==> src/rtl/ps2_keycode_rx.sv <==
`default_nettype none
// ============================================================================
// Module   : ps2_keycode_rx
// Purpose  : PS/2 keyboard receiver producing keycode/press levels with
//            F0/E0 prefix handling. Optional: PS2_TYPEMATIC_FILTER_EN.
// Revision : 1.0
// ============================================================================
module ps2_keycode_rx #(
   parameter int TIMEOUT_CYCLES = 50000,
   parameter int SYNC_STAGES    = 2
) (
   input  logic       clk_clk,
   input  logic       reset_reset,
   input  logic       ps2_clk,
   input  logic       ps2_data,
   output logic [7:0] keycode_export,
   output logic       press_export,
   output logic       extended,
   output logic       code_valid,
   output logic       frame_err
);

   localparam int TW = $clog2(TIMEOUT_CYCLES + 1);
   localparam logic [TW-1:0] TMO_LAST = TW'(TIMEOUT_CYCLES - 1);

   typedef enum logic [1:0] {
      ST_IDLE   = 2'd0,
      ST_DATA   = 2'd1,
      ST_PARITY = 2'd2,
      ST_STOP   = 2'd3
   } state_t;

   logic [SYNC_STAGES-1:0] clk_sync_q;
   logic [SYNC_STAGES-1:0] data_sync_q;
   logic                   clk_prev_q;

   state_t        state_q;
   logic [2:0]    bitcnt_q;
   logic [7:0]    shreg_q;
   logic          parity_q;
   logic [TW-1:0] tmo_cnt_q;
   logic          ext_pend_q;
   logic          brk_pend_q;
   logic [7:0]    keycode_q;
   logic          press_q;
   logic          ext_q;
   logic          valid_q;
   logic          err_q;

   logic clk_s;
   logic data_s;
   logic fall_edge;
   logic byte_ok;
   logic typematic_rep;

   assign clk_s     = clk_sync_q[SYNC_STAGES-1];
   assign data_s    = data_sync_q[SYNC_STAGES-1];
   assign fall_edge = clk_prev_q & ~clk_s;
   // Odd parity over data+parity and a high stop bit.
   assign byte_ok   = data_s & ((^shreg_q) ^ parity_q);

`ifdef PS2_TYPEMATIC_FILTER_EN
   assign typematic_rep = press_q && (shreg_q == keycode_q) && (ext_pend_q == ext_q);
`else
   assign typematic_rep = 1'b0;
`endif

   // Sync chains reset low so a high idle line never looks like a falling edge.
   always_ff @(posedge clk_clk) begin
      if (reset_reset) begin
         clk_sync_q  <= '0;
         data_sync_q <= '0;
         clk_prev_q  <= 1'b0;
      end else begin
         clk_sync_q  <= {clk_sync_q[SYNC_STAGES-2:0], ps2_clk};
         data_sync_q <= {data_sync_q[SYNC_STAGES-2:0], ps2_data};
         clk_prev_q  <= clk_s;
      end
   end

   always_ff @(posedge clk_clk) begin
      if (reset_reset) begin
         state_q    <= ST_IDLE;
         bitcnt_q   <= 3'd0;
         shreg_q    <= 8'h00;
         parity_q   <= 1'b0;
         tmo_cnt_q  <= '0;
         ext_pend_q <= 1'b0;
         brk_pend_q <= 1'b0;
         keycode_q  <= 8'h00;
         press_q    <= 1'b0;
         ext_q      <= 1'b0;
         valid_q    <= 1'b0;
         err_q      <= 1'b0;
      end else begin
         valid_q <= 1'b0;
         err_q   <= 1'b0;
         if (fall_edge) begin
            tmo_cnt_q <= '0;
            case (state_q)
               ST_IDLE: begin
                  if (!data_s) begin
                     state_q  <= ST_DATA;
                     bitcnt_q <= 3'd0;
                  end
               end
               ST_DATA: begin
                  shreg_q  <= {data_s, shreg_q[7:1]};
                  bitcnt_q <= bitcnt_q + 3'd1;
                  if (bitcnt_q == 3'd7) begin
                     state_q <= ST_PARITY;
                  end
               end
               ST_PARITY: begin
                  parity_q <= data_s;
                  state_q  <= ST_STOP;
               end
               ST_STOP: begin
                  state_q <= ST_IDLE;
                  if (byte_ok) begin
                     if (shreg_q == 8'hE0) begin
                        ext_pend_q <= 1'b1;
                     end else if (shreg_q == 8'hF0) begin
                        brk_pend_q <= 1'b1;
                     end else begin
                        ext_pend_q <= 1'b0;
                        brk_pend_q <= 1'b0;
                        if (!brk_pend_q) begin
                           if (!typematic_rep) begin
                              keycode_q <= shreg_q;
                              press_q   <= 1'b1;
                              ext_q     <= ext_pend_q;
                              valid_q   <= 1'b1;
                           end
                        end else if ((shreg_q == keycode_q) && (ext_pend_q == ext_q)) begin
                           press_q <= 1'b0;
                           valid_q <= 1'b1;
                        end
                     end
                  end else begin
                     err_q      <= 1'b1;
                     ext_pend_q <= 1'b0;
                     brk_pend_q <= 1'b0;
                  end
               end
               default: state_q <= ST_IDLE;
            endcase
         end else if (state_q != ST_IDLE) begin
            // Stalled frame: abandon silently, prefixes survive.
            if (tmo_cnt_q == TMO_LAST) begin
               state_q   <= ST_IDLE;
               tmo_cnt_q <= '0;
               bitcnt_q  <= 3'd0;
            end else begin
               tmo_cnt_q <= tmo_cnt_q + 1'b1;
            end
         end
      end
   end

   assign keycode_export = keycode_q;
   assign press_export   = press_q;
   assign extended       = ext_q;
   assign code_valid     = valid_q;
   assign frame_err      = err_q;

endmodule
`default_nettype wire

==> config.mk <==
export PLATFORM = sky130hd
export DESIGN_NAME = ps2_keycode_rx
export DESIGN_NICKNAME = d
export VERILOG_FILES = /design/src/rtl/ps2_keycode_rx.sv
export SDC_FILE = /design/constraint.sdc
export NUM_CORES = 1
export LEC_CHECK = 0
export CELL_PAD_IN_SITES_DETAIL_PLACEMENT = 1
export CELL_PAD_IN_SITES_GLOBAL_PLACEMENT = 2
export CORE_MARGIN = 4
export CORE_UTILIZATION = 36
export CTS_CLUSTER_SIZE = 30
export DETAILED_ROUTE_END_ITERATION = 10
export PLACE_DENSITY = 0.89
export SETUP_SLACK_MARGIN = 0.15
export SLEW_MARGIN = 20
export SYNTH_ARGS = -nofsm -noshare
export SYNTH_HDL_FRONTEND = slang
export SYNTH_SLANG_ARGS = --single-unit
==> constraint.sdc <==
create_clock -name clk_clk -period 2.2 [get_ports clk_clk]
set_clock_uncertainty 0.05 [all_clocks]
set_input_delay 0.44 -clock clk_clk [delete_from_list [all_inputs] [get_ports clk_clk]]
set_output_delay 0.44 -clock clk_clk [all_outputs]
set_load 0.1 [all_outputs]
==> Yosys cells after proc, flatten, opt, wreduce, memory -nomap -nowiden <==
Cells that the tools add are included.
{ "word_totals": {"ramBits": 0, "elab_cells": 82, "rom_bits": 0, "memories": 0, "latch_bits": 0, "regBits": 49, "out_inout_bits": 12} }
{ "op_classes": {"n_mul": 0, "order_cmp": 0, "n_reduce_logical": 17, "muxes": 23, "bitwise_logic": 10, "shifts": 0, "n_addsub": 2, "div_mod_pow": 0, "n_eq_ne": 15} }
{ "ops": {"columns": ["operator", "n"], "rows": [
  ["$add 16x1->16 const B", 1],
  ["$eq 16x16->1 const B", 1],
  ["$eq 8x8->1 const B", 2],
  ["$mux 16", 1],
  ["$mux 3", 4],
  ["$reduce_and 6->1", 2],
  ["$mux 1", 11],
  ["$mux 2", 5],
  ["$ne 3x3->1 const B", 3],
  ["$eq 8x8->1", 1],
  ["$pmux 2 s4", 1],
  ["$reduce_and 4->1", 2],
  ["$reduce_xor 8->1", 1],
  ["$not 1->1", 7],
  ["$pmux 3 s2", 1],
  ["$reduce_and 3->1", 2],
  ["$reduce_bool 2->1", 3],
  ["$reduce_or 6->1", 1],
  ["$eq 2x2->1 const B", 2],
  ["$reduce_and 2->1", 2],
  ["$add 3x1->3 const B", 1],
  ["$eq 3x3->1 const B", 1],
  ["$ne 3x1->1 const B", 1],
  ["$reduce_or 3->1", 1],
  ["other kinds (9)", 10]
]} }

==> Logic depth before layout (Yosys ltp) <==
Gate-level depths: netlist of run 1.
{ "depth": {"depth_word": 5, "mapped_depth": 8, "mapped_depth_nobuf": 7} }

==> Worst setup path before layout of run 1 <==
No wires, ideal clock.
{ "synth_path": {"kind": "register -> register", "from": "reg shreg_q[1]", "to": "reg keycode_q[4], in the netlist keycode_export[4]", "arrival_time_ps": 1732, "path_stages_with_launch": 9, "slack_ps": 291, "setup_time_ps": 128, "required_time_ps": 2022, "cell_sequence": "dfxtp_1 > inv_1 > ha_1 > xnor3_1 > xnor2_2 > nand4b_1 > buf_6 > mux2i_1 > nor2_1"} }
{ "synth_between": {"elab_chain_cells": 4, "elab_cells_between_ends": 8, "cone_classes": "eq/ne: 2; bitwise: 4; reduce/logical: 2"} }
{ "synth_rtl": {"columns": ["element", "line", "rtl"], "rows": [
  ["from (decl)", "39", "logic [7:0] shreg_q;"],
  ["from (signal assigned)", "108", "shreg_q <= {data_s, shreg_q[7:1]};"],
  ["$reduce_xor 8->1", "60", "assign byte_ok = data_s & ((^shreg_q) ^ parity_q);"],
  ["$xor 1x1->1", "60", null],
  ["$and 1x1->1", "60", null],
  ["$reduce_and 6->1 (no source line) *", null, null],
  ["to (signal assigned)", "130", "keycode_q <= shreg_q;"],
  ["to (decl)", "44", "logic [7:0] keycode_q;"]
]} }
Mark *: on every way between the ends. The rest lies on a longest branch, timed or not.
A chain may end at the register's enable or synchronous reset.

==> Worst setup path in the final report of run 1 <==
{ "layout_path": {"from": "reg shreg_q[7]", "to": "reg keycode_q[5], in the netlist keycode_export[5]"} }
Same word-level chain as after synthesis.

==> flow_summary.json, run 1 <==
{
  "status": "finished, final reports clean",
  "worst_slew_pin_slew_ps": 371,
  "power_density_nw_per_um2": 625,
  "routed_wl_um": 5090,
  "drtAntennaViolNets": 0,
  "drtIter0Drc": 53,
  "io_pins": 16,
  "final_cells": 356,
  "yosysSeqAreaShare_pct": 43.5,
  "path_max_fanout": 5,
  "grt_max_degree": 22,
  "insertedDiodeCount": 0,
  "hold_viol_final": 0,
  "synth_area_um2": 2260,
  "htree_levels": 2,
  "clock.fmax_mhz": 497,
  "avgSynthCellArea_um2": 9.10,
  "cp.arrival_ps": 2170,
  "clock_path_buffers": 2,
  "ys_top_cells_by_area": "dfxtp_1 (43%), ha_1 (6.7%), xor2_1 (6.2%)",
  "setup_violations": 0,
  "drtPass1Iterations": 4,
  "worstSkewPairLatency_ps": 310,
  "fin_nets": 296,
  "maxCapViolCount": 0,
  "path_clk_slew_ps": 100,
  "fin_area_um2": 2750,
  "cp-end-kind": "flip-flop",
  "yosysWarningCount": 0,
  "dpl.hpwl_um": 3650,
  "critPathKind": "flip-flop to flip-flop",
  "power_leakage_uw": 0.00118,
  "cts_buffers": 5,
  "max_slew_margin_pct": 75.2,
  "clock_power_share_pct": 45.9,
  "ir_drop_v": 0.000301,
  "finalMaxSlewViolations": 0,
  "io_buffers": 15,
  "fp.coreArea_um2": 5990,
  "antenna_found_initial": 0,
  "clock-sinks": 49,
  "whs_path_depth": 1,
  "drc": 0,
  "finalCriticalPeriod_ps": 2010,
  "synth_cell_types": 37,
  "synth_edf_count": 0,
  "worstHoldPathType": "flip-flop to flip-flop",
  "num_rows": 28,
  "place.gp.congestion": 0.739,
  "syn2layout_area_growth_pct": 21.8,
  "synthCells": 248,
  "synth.most_common_cell": "dfxtp_1",
  "async_flop_share_pct": 0,
  "power_frac_seq_pct": 52.0,
  "ys.flop_type": "dfxtp_1",
  "comb_power_share_pct": 2.1,
  "fin_hold_ws_ps": 416,
  "avgViaCountPerCell": 5.02,
  "synthTopCellsByCount": "dfxtp_1 (49), nor2_1 (32), nand2_1 (27)",
  "dp_cells": 344,
  "synth-seq-cells": 49,
  "die_width_um": 87.2,
  "p_sw_uw": 356,
  "vias": 1787,
  "tns_ps": 0,
  "first_global_vias": 1870,
  "clockRootBuffer": "clkbuf_8",
  "fin_crit_sh_pct": 91.4,
  "cts_tree": "built",
  "fin_util_pct": 45.9,
  "switching_share_pct": 20.7,
  "drive_gt1_share_pct": 18.5,
  "rr_worst_depth": 7,
  "worst_setup_path_start_kind": "flip-flop",
  "crit_required_ps": 2360,
  "post_drt_wl_per_cell_um": 14.3,
  "rsz0062_at_grt": "yes",
  "die-area_um2": 7600,
  "yosys.area.top_type": "dfxtp_1",
  "synth_top_cell_area_share_pct": 43.5,
  "post_dp_cell_area_um2": 2540,
  "syn_nets": 264,
  "die_h_um": 87.2,
  "track_usage_pct": 14.5,
  "internal-power_uw": 1360,
  "initial_core_util_pct": 37.7,
  "overflow": 0,
  "grt_pass1_wl_um": 8760
}
## routing by layer
layer	GRT usage, %	up-vias	wire length (µm)
met5	0	-	0
met1	18.2	872	2430
met2	24.4	13	2480
met3	2.93	6	106
li1	-	896	-
met4	5.30	0	77
## layout by cell type, fill, tap and decap left out, types with 2 or more instances in the layout
cell type        instances
ha_1                    10
clkdlybuf4s50_1          3
xnor2_1                  7
dfxtp_1                 44
o21ai_0                  2
and4b_1                  2
bufinv_16                2
inv_1                    8
a21oi_1                 18
nor3_1                   2
nor2b_1                  8
buf_4                   29
xnor2_2                  2
nand4b_1                 2
dfxtp_2                  5
and4_1                   2
clkbuf_8                 5
nand3_1                 11
a211oi_1                 2
nor4b_1                  2
nand2_1                 27
mux2i_1                 11
buf_6                    2
nor2_1                  32
nand2b_1                 4
xor2_1                  16
a21o_1                   2
nand4_1                  6
## final timing paths
| kind | startpoint | end | slack [ps] |
|---|---|---|---|
| hold reg to reg | data_sync_q[0] | data_sync_q[1] | 420 |
| setup / recovery | shreg_q[7] | keycode_export[5] | 190 |
| setup reg to reg | shreg_q[7] | keycode_export[5] | 190 |
| hold / removal | data_sync_q[0] | data_sync_q[1] | 420 |
## worst max-delay path, stage by stage (launching register included)
cell	delay (ps)
dfxtp_2	350
ha_4	240
xnor3_1	370
xnor2_2	260
nand4b_1	220
buf_6	200
mux2i_1	150
nor2_1	60
## cell families after synthesis
group                      share of synthesized area [%]
AOI/OAI and AO/OA                                   7.49
DFF                                                 43.5
adders and majority gates                           6.66
buffers and inverters                               3.33
muxes                                               4.88
xor gates and xnor gates                            11.0
and+or+nand+nor                                     23.1
## metrics by stage
step	total power (µW)	setup WS, ps
after global routing	1780	99.5
after detailed placement	950	187
after floorplan	934	291
after global placement	950	270
final	1720	189
after CTS	1740	154
## power by group through the flow
stage	sequential [µW]	clock (µW)	combinational, µW
6_report	893	789	36.0
5_1_grt	894	848	40.1
4_1_cts	893	814	37.1
3_5_place_dp	914	0	36.7
3_3_place_gp	913	0	36.3
2_1_floorplan	913	0	21.4
## state kept, by name, indices dropped and copies added, names as in the netlist
signal          cells
tmo_cnt_q          16
keycode_export      8
shreg_q             8
bitcnt_q            3
clk_sync_q          2
data_sync_q         2
state_q             2
brk_pend_q          1
clk_prev_q          1
code_valid          1
ext_pend_q          1
extended            1
frame_err           1
parity_q            1
press_export        1
## cell type report
| type | instances | area, µm² |
|---|---|---|
| Timing Repair Buffer | 34 | 270 |
| Sequential cell | 49 | 987 |
| Clock buffer | 5 | 68.8 |
| Clock inverter | 3 | 68.8 |
| Tap cell | 75 | 93.8 |
| Fill cell | 698 | 3240 |
| Multi-Input combinational cell | 182 | 1230 |
| Inverter | 8 | 30.0 |
## repair_timing
action	CTS	global route
hold buffers	0	0
setup buffers	0	3
endpoints found under the setup margin	0	14
resized for setup	0	13
Note: power is estimated with default switching activity, not from simulation.
==> run 2, diff against run 1 <==
--- a/config.mk
+++ b/config.mk
@@ -7,7 +7,7 @@
 export LEC_CHECK = 0
 export CELL_PAD_IN_SITES_DETAIL_PLACEMENT = 1
 export CELL_PAD_IN_SITES_GLOBAL_PLACEMENT = 2
-export CORE_MARGIN = 4
+export CORE_MARGIN = 8
 export CORE_UTILIZATION = 36
 export CTS_CLUSTER_SIZE = 30
 export DETAILED_ROUTE_END_ITERATION = 10
==> run 2 against run 1 <==
Against the previous run: sequential power is essentially flat; global-route usage shrank 2.7 points; worst setup slack gained 57 ps; power shrank 7.6%; sequential share of layout area grew 0.14 points; sequential cell count is the same; largest power group unchanged; fmax grew 2.9%.
==> flow_summary.json, run 2 (synthesis results as in run 1) <==
{
  "die_width_um": 95.2,
  "hold_viol_final": 0,
  "regMostFlops": "tmo_cnt_q",
  "worst_setup_path_start_kind": "flip-flop",
  "worstHoldPathType": "flip-flop to flip-flop",
  "power_leakage_uw": 0.00118,
  "io_buffers": 15,
  "drtAntennaViolNets": 0,
  "clock.fmax_mhz": 512,
  "fillers": 744,
  "path_max_fanout": 5,
  "layout_common_cells": "dfxtp_1 (43), nor2_1 (32), buf_4 (31), nand2_1 (27), a21oi_1 (18)",
  "dpl.hpwl_um": 3760,
  "hold_path_end": "clk_sync_q[1]",
  "fin_nets": 298,
  "cp.arrival_ps": 2100,
  "worstSkewPairLatency_ps": 310,
  "crit_chain": "ha_4, xnor3_2, xnor2_2, nand4b_1, buf_6, mux2i_1, nor2_1",
  "final_cells": 360,
  "overflow": 0,
  "ff2ff_setup_slack_ps": 250,
  "drtPass1Iterations": 4,
  "cts_tree": "built",
  "post_drt_wl_per_cell_um": 14.7,
  "vias": 1788,
  "max_slew_margin_pct": 66.6,
  "rr_worst_depth": 7,
  "drc": 0,
  "setup_violations": 0,
  "insertedDiodeCount": 0,
  "first_global_vias": 1784,
  "fin_hold_ws_ps": 405,
  "fp.coreArea_um2": 6200,
  "critical_path.max_stage_delay_ps": 390,
  "path_clk_slew_ps": 100,
  "cts_buffers": 5,
  "track_usage_pct": 11.8,
  "rr_startpoint": "shreg_q[6]",
  "ir_drop_v": 0.000310,
  "die_h_um": 95.2,
  "critPathKind": "flip-flop to flip-flop",
  "clockRootBuffer": "clkbuf_8",
  "dp_cells": 347,
  "clock-sinks": 49,
  "die-area_um2": 9060,
  "maxCapViolCount": 0,
  "io_pins": 16,
  "finalMaxSlewViolations": 0,
  "clock_path_buffers": 2,
  "slowest_stage": "xnor3_2",
  "cts_hold_buf": 0,
  "r2r_end": "keycode_export[7]",
  "worst_slew_pin_slew_ps": 497,
  "multi_input_area_um2": 1230,
  "rsz0062_at_grt": "no",
  "syn2layout_area_growth_pct": 21.8,
  "drive_gt1_share_pct": 19.8,
  "grt_max_degree": 23,
  "power.total_uw": 1590,
  "htree_levels": 2,
  "routed_wl_um": 5300,
  "avgViaCountPerCell": 4.97,
  "min_from": "clk_sync_q[0]",
  "crit_start": "shreg_q[6]",
  "status": "finished, final reports clean",
  "cp-end-kind": "flip-flop",
  "finalCriticalPeriod_ps": 1950,
  "fin_crit_sh_pct": 88.8,
  "regArea_um2": 991,
  "drtIter0Drc": 47,
  "crit_required_ps": 2350,
  "tns_ps": 0,
  "initial_core_util_pct": 36.4,
  "largest_reg_flops": 16,
  "num_rows": 29,
  "grt_pass1_wl_um": 8550,
  "whs_path_depth": 1,
  "place.gp.congestion": 0.715,
  "layout_commonest_cell": "dfxtp_1",
  "antenna_found_initial": 0,
  "power_density_nw_per_um2": 578
}
run 2: cell count changes in the layout (fill, tap and decap cells not counted), sizes merged:
cell / previous run / this run
buf: 31 / 33
bufinv: 2 / 1
clkinv: 0 / 1
clkinvlp: 0 / 1
inv: 9 / 8
run 2: worst max-delay path, delay by kind of cell (launching register included):
kind	cells	cell delay [ps]
xor+xnor	2	550
fa+ha+maj	1	240
buf+inv	1	210
flops	1	350
mux	1	160
simple gates	2	270
run 2: per-stage QoR:
step	cell area, µm²	util (%)	worst slack, ps
final	2750	44.3	246
after global routing	2750	44.3	147
after CTS	2670	43.0	157
after detailed placement	2550	41.1	162
after global placement	2550	41.1	261
after floorplan	2260	-	291
run 2: final cells by class:
cell class / instances / area share (%)
Multi-Input combinational cell: 182 / 44.8
Timing Repair Buffer: 36 / 10.4
Inverter: 8 / 1.09
Tap cell: 77 / 3.51
Clock buffer: 5 / 2.50
Sequential cell: 49 / 36.1
Clock inverter: 3 / 1.68
run 2: per-layer routing:
metal / up-vias / global-route usage (%) / routed length, µm
met5: - / 0 / 0
met4: 0 / 5.07 / 101
met3: 8 / 2.05 / 111
met2: 16 / 19.0 / 2560
met1: 866 / 15.1 / 2530
li1: 898 / - / -
run 2: worst max-delay path by stage:
stage               slack, ps                 to  cells past startpoint
global route              150           extended                      7
floorplan                 290  keycode_export[4]                      8
finish                    250  keycode_export[7]                      7
detailed placement        160  keycode_export[7]                      8
CTS                       160         state_q[0]                      7
global placement          260  keycode_export[4]                      8
run 2: timing repair:
item / CTS / global route
endpoints found under the setup margin: 1 / 17
gates cloned: 0 / 1
gates resized for setup: 0 / 16
buffers inserted: 1 / 3
pin swaps: 1 / 5
run 2: power by group:
group | switching, µW | internal (µW)
clock network | 319 | 341
logic | 21.8 | 14.2
registers | 2.92 | 889
==> run 3, diff against run 2 <==
--- a/config.mk
+++ b/config.mk
@@ -5,6 +5,7 @@
 export SDC_FILE = /design/constraint.sdc
 export NUM_CORES = 1
 export LEC_CHECK = 0
+export CAP_MARGIN = 15
 export CELL_PAD_IN_SITES_DETAIL_PLACEMENT = 1
 export CELL_PAD_IN_SITES_GLOBAL_PLACEMENT = 2
 export CORE_MARGIN = 8
==> results of run 3 <==
No change in the layout: final DEF, timing and power equal those of run 2.
